[src/rtl/prbs_popcount.sv]
// Purely combinational population count of a C_WIDTH-bit vector.
module prbs_popcount #(
  parameter int C_WIDTH = 16
) (
  input  logic [C_WIDTH-1:0]           I_vec,
  output logic [$clog2(C_WIDTH+1)-1:0] O_cnt
);

  localparam int CW = $clog2(C_WIDTH + 1);

  always_comb begin
    O_cnt = '0;
    for (int i = 0; i < C_WIDTH; i++) begin
      O_cnt = O_cnt + CW'(I_vec[i]);
    end
  end

endmodule

[config.mk]
export PLATFORM = sky130hd
export DESIGN_NAME = prbs_popcount
export DESIGN_NICKNAME = d
export VERILOG_FILES = /design/src/rtl/prbs_popcount.sv
export SDC_FILE = /design/constraint.sdc
export NUM_CORES = 1
export LEC_CHECK = 0
export ABC_AREA = 1
export CAP_MARGIN = 40
export CORE_AREA = 2 2 39 41
export DETAILED_ROUTE_END_ITERATION = 12
export DIE_AREA = 0 0 41 43
export GPL_ROUTABILITY_DRIVEN = 1
export PLACE_DENSITY = 0.69
export RECOVER_POWER = 50
export SYNTH_ARGS = -nofsm -noshare
export SYNTH_HDL_FRONTEND = slang
export SYNTH_SLANG_ARGS = --single-unit
[constraint.sdc]
create_clock -name vclk -period 3.7
set_input_delay 0.37 -clock vclk [all_inputs]
set_output_delay 0.37 -clock vclk [all_outputs]
set_load 0.03 [all_outputs]
# Yosys cells after proc, flatten, opt, wreduce, memory -nomap -nowiden
# Index checks and enable logic that the tools add are counted.
# Widths: inputs -> output; s select.
[totals]
output_inout_bits = 5
in_bits = 16
word_cells = 15
register_bits = 0
[classes]
add_sub_neg = 15
[op_table]
columns = ["operator", "n"]
rows = [
  ["$add 5x1->5", 11],
  ["$add 4x1->5", 1],
  ["$add 3x1->4", 1],
  ["$add 2x1->3", 1],
  ["$add 1x1->2", 1],
]

# Logic depth before layout (Yosys ltp)
[depth]
word_depth = 15
ltp_mapped = 13
mapped_depth_nobuf = 13

# Worst setup path before layout
# OpenSTA, ideal clock, no wires.
[synth_path]
kind = "input -> output"
startpoint = "input I_vec[0]"
endpoint = "output O_cnt[2]"
path_buffers = 0
t_arrival_ns = 3.606
path_stages = 10
setup_slack_ns = -0.276
required_time_ns = 3.330
cell_sequence = "inv_1 -> fa_1 -> fa_1 -> fa_1 -> fa_1 -> inv_1 -> ha_1 -> inv_1 -> fa_1 -> xnor2_1"
[synth_between]
elab_chain_cells = 15
[synth_lines]
columns = ["item", "line", "text"]
rows = [
  ["start: declaration", "5", "input logic [C_WIDTH-1:0] I_vec,"],
  ["$add 1x1->2", "14", "O_cnt = O_cnt + CW'(I_vec[i]);"],
  ["$add 2x1->3", "14", ""],
  ["$add 3x1->4", "14", ""],
  ["$add 4x1->5", "14", ""],
  ["$add 5x1->5 (11 in a row)", "14", ""],
  ["end: declaration", "6", "output logic [$clog2(C_WIDTH+1)-1:0] O_cnt"],
]
# No other way between the ends.

# Worst setup path in the final report
# Same ends and word-level chain as after synthesis.

==> flow_summary.json <==
{
  "run_status": "finished, violations left",
  "violations": "setup timing",
  "cp_cell_sequence": "buf_6, inv_2, fa_1, fa_1, fa_1, fa_1, inv_2, ha_4, inv_4, fa_2, xnor2_4, buf_6",
  "synthesis.nets": 87,
  "syn_area_um2": 429,
  "die_y_um": 43,
  "area_growth_pct": 70.3,
  "slew_headroom_pct": 75.7,
  "drt_wl_total_um": 863,
  "timing.hold.ws_ns": 1.60,
  "ir_drop_mv": 0.599,
  "leakage_nw": 0.403,
  "core_area_um2": 1380,
  "worst-path-max-fanout": 2,
  "tightest_slew_ns": 0.366,
  "slowest_delay_ns": 0.57,
  "final_max_slew_viol_count": 0,
  "ys_types": 9,
  "fin_setup_tns_ns": -0.393,
  "max-cap-violations": 0,
  "rows": 14,
  "grt_start_max_net_pins": 6,
  "routabilityCongestion": 0.718,
  "rsz0062_at_grt": "true",
  "cpMostUsedCell": "fa_1",
  "dpl.hpwl_um": 777,
  "period_minus_slack_ns": 3.82,
  "crit_path_top_delay_cell": "fa_1",
  "antenna_cells": 0,
  "cp_top_family": "adder cells",
  "remaining_drc_errors": 0,
  "die_w_um": 41,
  "period_share_pct": 103,
  "cts_hold_buf": 0,
  "path_buf_inv": 5,
  "worstPathArrival_ns": 3.45,
  "fp.dieArea_um2": 1760,
  "critPathRequiredTime_ns": 3.33,
  "antenna_found_initial": 0,
  "gr-total-overflow": 0,
  "fin_nets": 114,
  "io_pins": 21,
  "clock_buffers": 0,
  "drive_gt1_share_pct": 37.0,
  "fmax_ghz": 0.262,
  "cp-start-kind": "input pin",
  "min_path_type": "input pin to output pin",
  "grt_pass1_vias": 397,
  "seq_cells": 0,
  "placement.io_buffers": 21,
  "start_util_pct": 31.0,
  "worst_slack_ns": -0.117,
  "track_usage_pct": 11.9,
  "setup_viol": 4,
  "synthCells": 56,
  "power_per_cell_area_nw_per_um2": 856,
  "dr_total_vias": 383,
  "synth_warnings": 0,
  "synth_top_cell_by_area": "fa_1",
  "syn_area_per_cell_um2": 7.66,
  "synth_area_leaders": "fa_1 (47%), inv_1 (25%), ha_1 (15%)",
  "hold_viol_final": 0,
  "criticalPathCategory": "input pin to output pin",
  "seq_area_um2": 0,
  "worstSetupEndpointType": "output pin",
  "via_per_inst": 3.95,
  "yosys.area.top_type_share_pct": 46.6,
  "first_pass_iters": 4,
  "first_iter_violations": 2,
  "ant_nets": 0,
  "wl_per_cell_um": 8.90,
  "post_dp_cell_area_um2": 709,
  "grt_pass1_wl_mm": 1.51,
  "yosysSeqAreaShare_pct": 0,
  "fin_area_um2": 731
}
per-stage QoR:
step	cells	setup WS, ns	util, %	power, mW
6_report	97	-0.117	52.8	0.626
5_1_grt	97	-0.249	52.8	0.687
4_1_cts	96	-0.140	51.9	0.633
3_5_place_dp	95	-0.639	51.3	0.556
3_3_place_gp	95	-0.556	51.3	0.545
2_1_floorplan	56	0.00858	-	0.379
Yosys cell counts, drive strengths merged:
cell,instances
nor2,1
a21oi,1
o22ai,1
ha,5
inv,29
xnor2,1
fa,10
nand3,3
nand2,5
power breakdown:
part	switching (mW)	internal (mW)	total, mW
Sequential	0	0	0
Combinational	0.320	0.305	0.626
Clock	0	0	0
Total	0.320	0.305	0.626
final timing paths:
check	startpoint	end	depth (start not counted)
hold / removal	I_vec[2]	O_cnt[0]	3
setup / recovery	I_vec[0]	O_cnt[2]	12
per-layer routing:
metal | vias up | routed length, um | global-route usage [%] | share of wire, %
met4 | 0 | 0 | 0 | 0
met1 | 171 | 340 | 13.9 | 39
met3 | 0 | 35 | 0 | 4.1
met5 | - | 0 | 0 | 0
li1 | 203 | - | - | -
met2 | 9 | 488 | 23.4 | 57
kinds of logic (layout without fill, tap and decap cells):
| group | count (synthesis) | in the layout | synth area share [%] |
|---|---|---|---|
| buf+inv | 29 | 54 | 25.4 |
| fa+ha+maj | 15 | 15 | 61.2 |
| simple gates | 9 | 9 | 8.74 |
| compound gates | 2 | 2 | 2.62 |
| xor+xnor | 1 | 1 | 2.04 |
cell usage in the layout, fill, tap and decap left out:
master and instances:
inv_1 21, fa_1 9, buf_6 8, inv_2 7, clkdlybuf4s50_1 7, buf_2 6, nand2_1 4, ha_1 4
nand3_1 3, buf_4 2, inv_4 1, a21oi_1 1, nor2_1 1, nand2_2 1, xnor2_4 1, o22ai_4 1
fa_2 1, ha_4 1, clkbuf_1 1, buf_12 1
what timing repair did:
item	in CTS	in global routing
endpoints found under the hold margin	0	0
setup endpoints to repair	5	4
buffers inserted	1	1
pin swaps	12	7
gates resized for setup	43	4
final cells by class:
cell class | instances | area [um2]
fillers | 142 | 653
multi-input cells | 27 | 370
well taps | 16 | 20.0
repair buffers | 25 | 229
inverters | 29 | 111
worst min-delay path, cell delays in order:
cell             delay, ns
clkdlybuf4s50_1       0.44
ha_4                  0.22
clkbuf_1              0.20
Power figures use the tool's default switching activity.
